<file path="src/rtl/ps2_key_tracker_if.sv">
// PS/2 byte stream from the receiver: one byte on keycode per oflag strobe.
interface ps2_key_tracker_if;
  logic [7:0] keycode;
  logic       oflag;

  modport master (output keycode, output oflag);
  modport slave  (input  keycode, input  oflag);
endinterface

</file>
<file path="src/rtl/ps2_key_tracker.sv">
// PS/2 key tracker: decodes make / break / E0-extended sequences for a
// configurable key set and produces held levels, press/release pulses,
// an auto-repeat pulse for the most recently pressed key and a sequence
// error pulse.
module ps2_key_tracker #(
  parameter int unsigned                NUM_KEYS       = 5,
  parameter logic [NUM_KEYS*8-1:0]      KEY_CODES      = {8'h5A, 8'h29, 8'h23, 8'h1C, 8'h1D},
  parameter logic [NUM_KEYS-1:0]        KEY_EXT        = '0,
  parameter int unsigned                REPEAT_DELAY   = 50_000_000,
  parameter int unsigned                REPEAT_PERIOD  = 10_000_000,
  parameter int unsigned                PREFIX_TIMEOUT = 2_000_000
) (
  input  logic                clk,
  input  logic                rst,
  ps2_key_tracker_if.slave    ps2,
  output logic [NUM_KEYS-1:0] key_held_o,
  output logic [NUM_KEYS-1:0] key_press_o,
  output logic [NUM_KEYS-1:0] key_release_o,
  output logic [NUM_KEYS-1:0] key_repeat_o,
  output logic                any_held_o,
  output logic                seq_error_o
);

  localparam int unsigned RPT_MAX  = (REPEAT_DELAY > REPEAT_PERIOD) ? REPEAT_DELAY : REPEAT_PERIOD;
  localparam int unsigned CNT_W    = $clog2(RPT_MAX + 1);
  localparam int unsigned TMO_W    = $clog2(PREFIX_TIMEOUT + 1);
  localparam int unsigned IDX_W    = (NUM_KEYS > 1) ? $clog2(NUM_KEYS) : 1;
  localparam logic [TMO_W-1:0] TMO_LAST = TMO_W'(PREFIX_TIMEOUT - 1);
  localparam logic [CNT_W-1:0] CNT_DELAY  = CNT_W'(REPEAT_DELAY);
  localparam logic [CNT_W-1:0] CNT_PERIOD = CNT_W'(REPEAT_PERIOD);
  localparam bit RPT_EN = (REPEAT_DELAY > 0);

  typedef enum logic [1:0] {
    ST_IDLE    = 2'd0,
    ST_EXT     = 2'd1,
    ST_BRK     = 2'd2,
    ST_EXT_BRK = 2'd3
  } state_t;

  state_t             state_q, state_d;
  logic [TMO_W-1:0]   tmo_q, tmo_d;
  logic [CNT_W-1:0]   cnt_q, cnt_d;
  logic [IDX_W-1:0]   ridx_q, ridx_d;
  logic               rvld_q, rvld_d;
  logic [NUM_KEYS-1:0] held_d, press_d, rel_d, rpt_d;

  logic               make_s, brk_s, ext_s, err_s;
  logic               hit_s;
  logic [IDX_W-1:0]   idx_s;

  // Prefix decoder: next state, completed make/break events and timeout errors.
  always_comb begin
    state_d = state_q;
    tmo_d   = tmo_q;
    make_s  = 1'b0;
    brk_s   = 1'b0;
    ext_s   = 1'b0;
    err_s   = 1'b0;
    if (ps2.oflag) begin
      tmo_d = '0;
      case (state_q)
        ST_IDLE: begin
          if (ps2.keycode == 8'hE0)      state_d = ST_EXT;
          else if (ps2.keycode == 8'hF0) state_d = ST_BRK;
          else                           make_s  = 1'b1;
        end
        ST_EXT: begin
          ext_s = 1'b1;
          if (ps2.keycode == 8'hF0)      state_d = ST_EXT_BRK;
          else if (ps2.keycode == 8'hE0) state_d = ST_EXT;
          else begin
            make_s  = 1'b1;
            state_d = ST_IDLE;
          end
        end
        ST_BRK: begin
          state_d = ST_IDLE;
          if (ps2.keycode == 8'hE0 || ps2.keycode == 8'hF0) err_s = 1'b1;
          else                                               brk_s = 1'b1;
        end
        ST_EXT_BRK: begin
          ext_s   = 1'b1;
          state_d = ST_IDLE;
          if (ps2.keycode == 8'hE0 || ps2.keycode == 8'hF0) err_s = 1'b1;
          else                                               brk_s = 1'b1;
        end
        default: state_d = ST_IDLE;
      endcase
    end else if (state_q != ST_IDLE) begin
      // Waiting mid-sequence: give up after PREFIX_TIMEOUT silent cycles.
      if (tmo_q == TMO_LAST) begin
        err_s   = 1'b1;
        state_d = ST_IDLE;
        tmo_d   = '0;
      end else begin
        tmo_d = tmo_q + TMO_W'(1);
      end
    end else begin
      tmo_d = '0;
    end
  end

  // Key lookup: scan from the top so the lowest matching index wins.
  always_comb begin
    hit_s = 1'b0;
    idx_s = '0;
    for (int i = NUM_KEYS - 1; i >= 0; i--) begin
      if (ps2.keycode == KEY_CODES[i*8 +: 8] && ext_s == KEY_EXT[i]) begin
        hit_s = 1'b1;
        idx_s = IDX_W'(i);
      end else begin
        hit_s = hit_s;
      end
    end
  end

  // Key state, pulses and auto-repeat bookkeeping for the coming cycle.
  always_comb begin
    held_d  = key_held_o;
    press_d = '0;
    rel_d   = '0;
    rpt_d   = '0;
    cnt_d   = cnt_q;
    ridx_d  = ridx_q;
    rvld_d  = rvld_q;
    if (RPT_EN && rvld_q && key_held_o[ridx_q]) begin
      if (cnt_q <= CNT_W'(1)) begin
        rpt_d[ridx_q] = 1'b1;
        cnt_d         = CNT_PERIOD;
      end else begin
        cnt_d = cnt_q - CNT_W'(1);
      end
    end else begin
      cnt_d = cnt_q;
    end
    // A fresh press takes over the repeat slot and cancels a coinciding expiry.
    if (make_s && hit_s && !key_held_o[idx_s]) begin
      held_d[idx_s]  = 1'b1;
      press_d[idx_s] = 1'b1;
      ridx_d         = idx_s;
      rvld_d         = 1'b1;
      cnt_d          = CNT_DELAY;
      rpt_d          = '0;
    end else begin
      ridx_d = ridx_d;
    end
    // Releasing the repeat key stops repetition, including a coinciding expiry.
    if (brk_s && hit_s && key_held_o[idx_s]) begin
      held_d[idx_s] = 1'b0;
      rel_d[idx_s]  = 1'b1;
      if (rvld_q && ridx_q == idx_s) begin
        rvld_d = 1'b0;
        cnt_d  = '0;
        rpt_d  = '0;
      end else begin
        rvld_d = rvld_d;
      end
    end else begin
      rvld_d = rvld_d;
    end
  end

  // State and registered outputs.
  always_ff @(posedge clk or posedge rst) begin
    if (rst) begin
      state_q       <= ST_IDLE;
      tmo_q         <= '0;
      cnt_q         <= '0;
      ridx_q        <= '0;
      rvld_q        <= 1'b0;
      key_held_o    <= '0;
      key_press_o   <= '0;
      key_release_o <= '0;
      key_repeat_o  <= '0;
      any_held_o    <= 1'b0;
      seq_error_o   <= 1'b0;
    end else begin
      state_q       <= state_d;
      tmo_q         <= tmo_d;
      cnt_q         <= cnt_d;
      ridx_q        <= ridx_d;
      rvld_q        <= rvld_d;
      key_held_o    <= held_d;
      key_press_o   <= press_d;
      key_release_o <= rel_d;
      key_repeat_o  <= rpt_d;
      any_held_o    <= |held_d;
      seq_error_o   <= err_s;
    end
  end

endmodule

</file>
<file path="src/flat_wrapper.sv">
// flat-port wrapper written by rule: the top's interface ports become plain ports
module ps2_key_tracker_flat 
#(
  parameter int unsigned                NUM_KEYS       = 5,
  parameter logic [NUM_KEYS*8-1:0]      KEY_CODES      = {8'h5A, 8'h29, 8'h23, 8'h1C, 8'h1D},
  parameter logic [NUM_KEYS-1:0]        KEY_EXT        = '0,
  parameter int unsigned                REPEAT_DELAY   = 50_000_000,
  parameter int unsigned                REPEAT_PERIOD  = 10_000_000,
  parameter int unsigned                PREFIX_TIMEOUT = 2_000_000
)
  (clk, rst, key_held_o, key_press_o, key_release_o, key_repeat_o, any_held_o, seq_error_o, ps2_keycode, ps2_oflag);
  ps2_key_tracker_if ps2_i ();
  input  logic clk;
  input  logic rst;
  output logic [NUM_KEYS-1:0] key_held_o;
  output logic [NUM_KEYS-1:0] key_press_o;
  output logic [NUM_KEYS-1:0] key_release_o;
  output logic [NUM_KEYS-1:0] key_repeat_o;
  output logic any_held_o;
  output logic seq_error_o;
  input wire logic [$bits(ps2_i.keycode)-1:0] ps2_keycode;
  input wire logic [$bits(ps2_i.oflag)-1:0] ps2_oflag;
  assign ps2_i.keycode = ps2_keycode;
  assign ps2_i.oflag = ps2_oflag;
  ps2_key_tracker #(.NUM_KEYS(NUM_KEYS), .KEY_CODES(KEY_CODES), .KEY_EXT(KEY_EXT), .REPEAT_DELAY(REPEAT_DELAY), .REPEAT_PERIOD(REPEAT_PERIOD), .PREFIX_TIMEOUT(PREFIX_TIMEOUT)) u_core (.clk(clk), .rst(rst), .ps2(ps2_i), .key_held_o(key_held_o), .key_press_o(key_press_o), .key_release_o(key_release_o), .key_repeat_o(key_repeat_o), .any_held_o(any_held_o), .seq_error_o(seq_error_o));
endmodule
</file>
<file path="config.mk">
export PLATFORM = sky130hd
export DESIGN_NAME = ps2_key_tracker_flat
export DESIGN_NICKNAME = d
export VERILOG_FILES = /design/src/rtl/ps2_key_tracker_if.sv /design/src/rtl/ps2_key_tracker.sv /design/src/flat_wrapper.sv
export SDC_FILE = /design/constraint.sdc
export NUM_CORES = 1
export LEC_CHECK = 0
export ABC_AREA = 1
export BUFFER_PORTS_ARGS = -buffer_cell sky130_fd_sc_hd__buf_4
export CORE_ASPECT_RATIO = 2
export CORE_UTILIZATION = 25
export CTS_CLUSTER_DIAMETER = 40
export DETAILED_ROUTE_END_ITERATION = 10
export HOLD_SLACK_MARGIN = 0.12
export PLACE_DENSITY_LB_ADDON = 0.1
export SYNTH_ARGS = -nofsm -noshare
export SYNTH_HDL_FRONTEND = slang
export SYNTH_SLANG_ARGS = --single-unit
</file>
<file path="constraint.sdc">
create_clock -name clk -period 3.2 [get_ports clk]
set_clock_uncertainty 0.05 [all_clocks]
set_input_delay 0.96 -clock clk [delete_from_list [all_inputs] [get_ports clk]]
set_output_delay 0.96 -clock clk [all_outputs]
set_load 0.05 [all_outputs]
</file>
==> results.toml, run 1 <==
[synth]
ys_types = 40
synth-edff-count = 0
ys_warn_count = 0
ys_ff_latch = 75
synth_top_area_cell = "dfrtp_1"
synth_top_area_share_pct = 42.28
syn_area_um2 = 4439
synth_common_cells = "nand2_1, inv_1, nor2_1"
async_flop_share_pct = 100.0
synth_fa_ha_area_share_pct = 0.8455
synthCells = 586
syn_nets = 600
synth_flop_cell = "dfrtp_1"
muxShareOfSynthArea_pct = 0
yosysMostFrequentCell = "nand2_1"
synth_compound_area_share_pct = 6.849
syn_avg_cell_area_um2 = 7.576
synth_top_family_by_area = "simple AND/OR/NAND/NOR gates"
synth.area.top_cells = "dfrtp_1, nand2_1, inv_1, nor2_1, nand3_1"
yosys.area_share.simple_pct = 35.99
synth_xor_area_share_pct = 4.143
seq_area_frac_synth_pct = 42.28

[cts]
cts_root_buf = "clkbuf_16"
cts_tree = "built"
cts_buffers = 9
clk_pin_slew_ns = 0.06
clk_latency_ns = 0.35
postCtsHoldBufs = 0
cts_max_level = 3
clk_path_buf_depth = 2
post_cts_buffers = 0
clock-sinks = 75
cts_resized = 0

[setup_path]
slowest_stage = "o21ai_2"
crit_path_start_kind = "flip-flop"
timing.critical_path.buf_inv = 3
crit_type = "reg -> reg"
endpoint_kind = "flip-flop"
critPathArrivalTime_ns = 2.80
crit_chain = "inv_1, nand4_1, nand3_1, o21ai_2, nor2_2, nand2_2, inv_1, nand2_1, inv_1, nand2_1, xor2_1, nor2_1"
path_max_fanout = 17
cp_top_family = "simple AND/OR/NAND/NOR gates"
crit_path_frequent_cell = "inv_1"
crit_path_max_incr_delay_ns = 0.76
crit_required_ns = 3.38

[die]
pin_count = 33
coreArea_um2 = 17360
initial_core_util_pct = 25.58
fp-row-count = 68
chipHeight_um = 190.5
die_area_um2 = 18330
die-width_um = 96.23

[drt]
met2_length_um = 7524
ant_nets = 0
dr.pass1.iters = 4
wire_per_inst_um = 15.63
post-route-drc-count = 0
drt-met1-wl_um = 4485
vias = 3915
via_per_inst = 4.644
wl_met3_um = 405
drt_iter0_markers = 111
wl_um = 13170
highest_layer = "met4"

[timing]
relSlewSlack_pct = 37.22
finalCritPeriodShare_pct = 81.72
period_needed_ns = 2.615
max_freq_mhz = 382.4
fin_tns_setup_ns = 0
hold_viol = 0
rsz0062_at_grt = "no"
worst_pin_slew_ns = 0.9417
drv_slew = 0
setup_viol = 0
fin_hold_ws_ns = 0.4369
setup_ws_ns = 0.5850

[finish]
fin_nets = 642
diodes = 0
fin_area_um2 = 5268
fillers = 1944
drive_above_1_share_pct = 17.54
area_delta_synth_final_pct = 18.66

[global_routing]
grt_max_degree = 34
grt_pass1_wl_um = 21200
track_usage_pct = 15.81
gr-total-overflow = 0
grt_pass1_vias = 4181
antenna_found_initial = 0

[power]
powerDensity_nw_per_um2 = 452.0
leakagePower_nw = 2.475
irDropWorstVdd_mv = 0.2227

[run]
cap_violations = 0

[status]
status = "finished clean"

[placement]
portBuffers = 32
gp_congestion = 0.8659
post-place-ws_ns = 0.4148
dp_hpwl_um = 10460
place_area_um2 = 4950

[min_path]
hp-class = "reg -> reg"
-- flip-flops by register name (all words and copies together), names as in the netlist --
name	cells
u_core.key_release_o	5
u_core.any_held_o	1
u_core.rvld_q	1
u_core.ridx_q	3
u_core.key_held_o	5
u_core.key_press_o	5
u_core.seq_error_o	1
u_core.tmo_q	21
u_core.cnt_q	26
u_core.key_repeat_o	5
u_core.state_q	2
-- cell type report --
class / count / area (um2) / share of cell area (%)
clock inverters: 7 / 92.59 / 1.758
inverters: 106 / 404.1 / 7.672
well taps: 210 / 262.8 / 4.988
flip-flops and latches: 75 / 1877 / 35.63
multi-input cells: 400 / 2123 / 40.31
repair buffers: 36 / 282.8 / 5.368
clock buffers: 9 / 225.2 / 4.276
-- kinds of logic after synthesis --
logic type                 count (synthesis)
adders and majority gates                  3
and+or+nand+nor                          326
AOI/OAI and AO/OA                         50
xor gates and xnor gates                  21
buffers and inverters                    111
DFF                                       75
-- cells in the final DEF (no fill, tap or decap), types with 5 or more instances in the layout --
cell,instances
nand2_1,105
nor2_1,89
o21ai_0,18
a21oi_1,13
nand2_2,7
nor4_1,7
nand3_1,44
nor2_2,9
nor3_1,21
nor2_4,7
inv_1,94
xor2_1,17
nand3_2,5
inv_2,9
clkbuf_16,9
nand2_4,6
dfrtp_1,75
nand4_1,15
buf_4,35
-- final timing paths --
check | startpoint | to | slack, ns | cells past startpoint
worst min register to register | u_core.tmo_q[0] | u_core.tmo_q[0] | 0.44 | 1
min in group asynchronous | rst | u_core.key_repeat_o[2] | 0.64 | 2
worst min-delay path | u_core.tmo_q[0] | u_core.tmo_q[0] | 0.44 | 1
worst max-delay path | u_core.ridx_q[0] | u_core.cnt_q[24] | 0.59 | 12
max in group asynchronous | rst | u_core.tmo_q[3] | 1.77 | 3
worst max register to register | u_core.ridx_q[0] | u_core.cnt_q[24] | 0.59 | 12
-- per-layer routing --
metal  track usage (%)  vias to the layer above
met2             29.62                       61
met5                 0                        -
met1             14.81                     1879
met3             3.270                       38
li1                  -                     1937
met4             10.16                        0
-- report_power, final --
part	internal [mW]	switching, mW
Combinational	0.0796	0.164
Clock	0.682	0.426
Sequential	0.985	0.0449
-- per-stage QoR --
step / util [%] / instances / total power [mW]
2_1_floorplan: - / 586 / 1.210
3_3_place_gp: 28.52 / 827 / 1.297
3_5_place_dp: 28.52 / 827 / 1.299
4_1_cts: 30.35 / 843 / 2.432
5_1_grt: 30.35 / 843 / 2.492
6_report: 30.35 / 843 / 2.381
(Power assumes the default switching activity.)
==> run 2, diff against run 1 <==
==> constraint.sdc (replaced) <==
create_clock -name clk -period 2.6 [get_ports clk]
set_clock_uncertainty 0.05 [all_clocks]
set_input_delay 0.78 -clock clk [delete_from_list [all_inputs] [get_ports clk]]
set_output_delay 0.78 -clock clk [all_outputs]
set_load 0.05 [all_outputs]
==> results.toml, run 2 (synthesis gave the netlist of run 1 again) <==
[drt]
vias = 3897
drt_iter0_markers = 123
wire_per_inst_um = 15.33
wl_um = 13090
dr.pass1.iters = 4
ant_nets = 0
via_per_inst = 4.563
post-route-drc-count = 0

[placement]
portBuffers = 32
post-place-ws_ns = 0.01438
gp_congestion = 0.8899
dp_hpwl_um = 10640

[global_routing]
grt_max_degree = 45
track_usage_pct = 15.80
antenna_found_initial = 0
grt_pass1_vias = 4229
grt_pass1_wl_um = 21230
gr-total-overflow = 0

[finish]
largest_register_ffs = 26
final_cell_mix = "nand2_1, inv_1, nor2_1, dfrtp_1, buf_4"
regMostFlops = "u_core.cnt_q"
drive_above_1_share_pct = 18.79
fin_nets = 653
final_common_cell = "nand2_1"
postLayoutCoreUtil_pct = 30.77
area_delta_synth_final_pct = 20.29
diodes = 0
top_regs = "u_core.cnt_q: 26 flops, u_core.tmo_q: 21 flops"

[die]
coreArea_um2 = 17360
initial_core_util_pct = 25.58
fp-row-count = 68
pin_count = 33
die_area_um2 = 18330
chipHeight_um = 190.5
die-width_um = 96.23

[setup_path]
critPathArrivalTime_ns = 2.56
path_max_fanout = 13
r2r_cells = 12
cp_top_family = "simple AND/OR/NAND/NOR gates"
crit_path_max_incr_delay_ns = 0.62
crit_required_ns = 2.77
crit_path_start_kind = "flip-flop"
crit_chain = "inv_1, nand4_1, nand3_1, o21ai_2, nor2_2, nand2_2, inv_1, nand2_1, inv_1, nand2_1, xor2_1, nor2_1"
reg2reg_from = "u_core.ridx_q[2]"
r2r-end = "u_core.cnt_q[24]"
r2r_slack_ns = 0.21
slowest_stage = "o21ai_2"
crit_path_frequent_cell = "inv_1"
endpoint_kind = "flip-flop"
timing.critical_path.buf_inv = 3
crit_type = "reg -> reg"

[cts]
cts_resized = 0
clk_latency_ns = 0.34
clk_path_buf_depth = 2
cts_tree = "built"
post_cts_buffers = 0
cts_root_buf = "clkbuf_16"
cts_max_level = 3
postCtsHoldBufs = 0
cts_buffers = 9
clock-sinks = 75
clk_pin_slew_ns = 0.06

[timing]
drv_slew = 0
fin_tns_setup_ns = 0
rsz0062_at_grt = "no"
worst_pin_slew_ns = 0.7462
fin_hold_ws_ns = 0.3941
setup_viol = 0
hold_viol = 0
period_needed_ns = 2.392
setup_ws_ns = 0.2080
finalCritPeriodShare_pct = 92.00
relSlewSlack_pct = 50.25
max_freq_mhz = 418.1

[power]
irDropWorstVdd_mv = 0.2937
leakagePower_nw = 2.517
powerDensity_nw_per_um2 = 535.5

[status]
status = "finished clean"

[min_path]
hp-class = "in -> async"

[run]
cap_violations = 0
==> run 2: cell count changes in the layout (fill, tap and decap cells not counted), sizes merged <==
cell	delta
buf	+11
bufinv	-1
clkbuf	+3
clkinv	-3
clkinvlp	+1
==> run 2: layout make-up <==
| type | instances | area (um2) |
|---|---|---|
| Timing Repair Buffer | 47 | 365.4 |
| Fill cell | 1971 | 12020 |
| Clock buffer | 12 | 256.5 |
| Multi-Input combinational cell | 400 | 2123 |
| Sequential cell | 75 | 1877 |
| Inverter | 106 | 406.6 |
| Clock inverter | 4 | 48.80 |
| Tap cell | 210 | 262.8 |
==> run 2: worst max path at each step <==
stage                startpoint           endpoint  slack (ns)  cells after the start
2_1_floorplan    ps2_keycode[3]  u_core.any_held_o        0.41                     15
3_3_place_gp     ps2_keycode[3]  u_core.any_held_o        0.02                     17
3_5_place_dp     ps2_keycode[3]  u_core.any_held_o        0.01                     17
4_1_cts        u_core.ridx_q[2]   u_core.cnt_q[24]        0.16                     12
5_1_grt        u_core.ridx_q[0]   u_core.cnt_q[24]        0.07                     12
6_report       u_core.ridx_q[2]   u_core.cnt_q[24]        0.21                     12
==> run 2: power by group <==
part | internal [mW] | switching [mW]
logic | 0.104 | 0.201
registers | 1.21 | 0.0566
clock network | 0.794 | 0.491
==> run 2: routing by layer <==
metal | up-vias | global-route usage (%) | part of all wire (%)
li1 | 1957 | - | -
met1 | 1826 | 14.26 | 33
met2 | 76 | 30.74 | 59
met3 | 38 | 3.150 | 2.8
met4 | 0 | 9.185 | 5.2
met5 | - | 0 | 0
==> run 2: through the flow <==
stage	area (um2)	instances	total power, mW
floorplan	4443	586	1.489
global placement	5035	838	1.601
detailed placement	5035	838	1.604
CTS	5340	854	2.923
global route	5340	854	3.001
finish	5340	854	2.860
==> run 2: worst reg2reg max path, delay by kind of cell, from the launching register on <==
kind | cells | cell delay, ns
buffers and inverters | 3 | 0.28
XOR/XNOR | 1 | 0.22
flip-flops | 1 | 0.41
AO/OA/AOI/OAI | 1 | 0.62
AND/OR/NAND/NOR | 7 | 0.71
==> run 3, diff against run 2 <==
--- a/config.mk
+++ b/config.mk
@@ -5,13 +5,13 @@
 export SDC_FILE = /design/constraint.sdc
 export NUM_CORES = 1
 export LEC_CHECK = 0
-export ABC_AREA = 1
 export BUFFER_PORTS_ARGS = -buffer_cell sky130_fd_sc_hd__buf_4
 export CORE_ASPECT_RATIO = 2
 export CORE_UTILIZATION = 25
 export CTS_CLUSTER_DIAMETER = 40
 export DETAILED_ROUTE_END_ITERATION = 10
 export HOLD_SLACK_MARGIN = 0.12
+export MAX_ROUTING_LAYER = met4
 export PLACE_DENSITY_LB_ADDON = 0.1
 export SYNTH_ARGS = -nofsm -noshare
 export SYNTH_HDL_FRONTEND = slang
==> results.toml, run 3 <==
[status]
status = "finished clean"

[die]
chipHeight_um = 178.4
die-width_um = 90.22
pin_count = 33
die_area_um2 = 16100
initial_core_util_pct = 25.58
coreArea_um2 = 15210
fp-row-count = 64

[placement]
gp_congestion = 0.7329
dp_hpwl_um = 7925
portBuffers = 32
place_area_um2 = 4835

[synth]
muxShareOfSynthArea_pct = 1.350
ys_ff_latch = 75
ys_types = 60
ys_warn_count = 0
synth_top_area_cell = "dfrtp_1"
synth.area.top_cells = "dfrtp_1, xnor2_1, nor2_1, xor2_1, nor3_1"
async_flop_share_pct = 100.0
synth_xor_area_share_pct = 9.003
syn_nets = 390
seq_area_frac_synth_pct = 48.23
yosysMostFrequentCell = "dfrtp_1"
synth_common_cells = "dfrtp_1, nor2_1, nor3_1"
synth_flop_cell = "dfrtp_1"
syn_area_um2 = 3891
synth_top_family_by_area = "simple AND/OR/NAND/NOR gates"
syn_avg_cell_area_um2 = 10.35
synth-edff-count = 0
synthCells = 376
yosys.area_share.simple_pct = 26.66
synth_fa_ha_area_share_pct = 0.9646
synth_top_area_share_pct = 48.23
synth_compound_area_share_pct = 11.93

[setup_path]
path_max_fanout = 6
r2r_cells = 7
critPathArrivalTime_ns = 2.68
cp_top_family = "simple AND/OR/NAND/NOR gates"
slowest_stage = "or4_1"
crit_chain = "buf_4, and4bb_4, o211ai_4, nand4_1, a31o_4, o22a_1, or4_1"
crit_path_start_kind = "input pin"
crit_path_max_incr_delay_ns = 0.52
reg2reg_from = "u_core.cnt_q[14]"
startpoint = "ps2_keycode[4]"
endpoint_kind = "flip-flop"
r2r-end = "u_core.key_repeat_o[1]"
crit_required_ns = 2.76
crit_type = "in -> reg"
r2r_slack_ns = 0.08
timing.critical_path.buf_inv = 1
setup.worst_path.end = "u_core.any_held_o"
path_depth = 7

[drt]
wl_um = 10520
dr.pass1.iters = 4
wire_per_inst_um = 15.70
vias = 3196
ant_nets = 0
drt_iter0_markers = 120
via_per_inst = 4.770
post-route-drc-count = 0

[finish]
diodes = 0
area_delta_synth_final_pct = 33.89
final_cell_mix = "buf_4, dfrtp_1, nor2_1, nor3_1, xnor2_1"
fin_nets = 482
regMostFlops = "u_core.cnt_q"
final_common_cell = "buf_4"
top_regs = "u_core.cnt_q: 26 flops, u_core.tmo_q: 21 flops"
drive_above_1_share_pct = 29.45
largest_register_ffs = 26
fin_area_um2 = 5210

[cts]
postCtsHoldBufs = 0
cts_buffers = 9
cts_root_buf = "clkbuf_16"
clk_pin_slew_ns = 0.06
cts_tree = "built"
clock-sinks = 75
clk_latency_ns = 0.35
clk_path_buf_depth = 2
cts_max_level = 3

[timing]
fin_tns_setup_ns = 0
finalCritPeriodShare_pct = 96.97
max_freq_mhz = 396.6
period_needed_ns = 2.521
setup_viol = 0
hold_viol = 0
rsz0062_at_grt = "no"
relSlewSlack_pct = 61.43
drv_slew = 0
worst_pin_slew_ns = 0.5743

[power]
power_mw = 3.169
leakagePower_nw = 2.131
irDropWorstVdd_mv = 0.3103
powerDensity_nw_per_um2 = 608.2

[global_routing]
antenna_found_initial = 0
grt_pass1_wl_um = 17580
gr-total-overflow = 0
grt_max_degree = 76
track_usage_pct = 14.67
grt_pass1_vias = 3431

[run]
cap_violations = 0

[min_path]
hp-class = "reg -> reg"
run 3: power by group:
| group | total [mW] | internal (mW) | switching, mW |
|---|---|---|---|
| sequential | 1.35 | 1.26 | 0.0938 |
| combinational | 0.457 | 0.194 | 0.263 |
| clock | 1.36 | 0.839 | 0.518 |
| total | 3.17 | 2.29 | 0.875 |
run 3: metal layers:
| layer | track usage (%) | vias up | wire, um |
|---|---|---|---|
| met5 | - | - | 0 |
| met2 | 28.56 | 44 | 6200 |
| li1 | - | 1553 | - |
| met4 | 6.855 | 0 | 269 |
| met1 | 13.82 | 1584 | 3850 |
| met3 | 2.344 | 15 | 201 |
run 3: how the worst min path moves through the flow:
stage                         start         endpoint  slack [ns]  depth (start not counted)
global placement    u_core.tmo_q[0]  u_core.tmo_q[0]        0.44                          1
floorplan           u_core.tmo_q[0]  u_core.tmo_q[0]        0.40                          1
detailed placement  u_core.tmo_q[0]  u_core.tmo_q[0]        0.45                          1
global route        u_core.tmo_q[0]  u_core.tmo_q[0]        0.48                          1
CTS                 u_core.tmo_q[0]  u_core.tmo_q[0]        0.46                          1
finish              u_core.tmo_q[0]  u_core.tmo_q[0]        0.45                          1
run 3: cell families (layout without fill, tap and decap cells):
| logic type | after synthesis | after routing |
|---|---|---|
| xor gates and xnor gates | 40 | 40 |
| AOI/OAI and AO/OA | 61 | 61 |
| and+or+nand+nor | 175 | 175 |
| muxes | 5 | 5 |
| DFF | 75 | 75 |
| buffers and inverters | 17 | 113 |
| adders and majority gates | 3 | 3 |
run 3: layout make-up:
class | instances | area (um2)
Fill cell | 1632 | 10000
Multi-Input combinational cell | 284 | 1987
Sequential cell | 75 | 1877
Timing Repair Buffer | 93 | 760.7
Tap cell | 198 | 247.7
Clock buffer | 9 | 225.2
Clock inverter | 6 | 90.09
Inverter | 5 | 22.52
run 3: stage by stage:
step / hold slack [ns] / setup WS, ns / std cells / util [%]
2_1_floorplan: 0.4049 / -0.05212 / 376 / -
3_3_place_gp: 0.4446 / -0.2609 / 653 / 31.78
3_5_place_dp: 0.4479 / -0.3190 / 653 / 31.78
4_1_cts: 0.4557 / 0.04099 / 668 / 33.85
5_1_grt: 0.4836 / 0.003966 / 670 / 34.24
6_report: 0.4456 / 0.07885 / 670 / 34.24
run 3: repair_timing:
| action | CTS | global route |
|---|---|---|
| setup buffers | 0 | 2 |
| setup endpoints to repair | 1 | 12 |
| gates resized for setup | 0 | 8 |
| pin swaps | 1 | 2 |
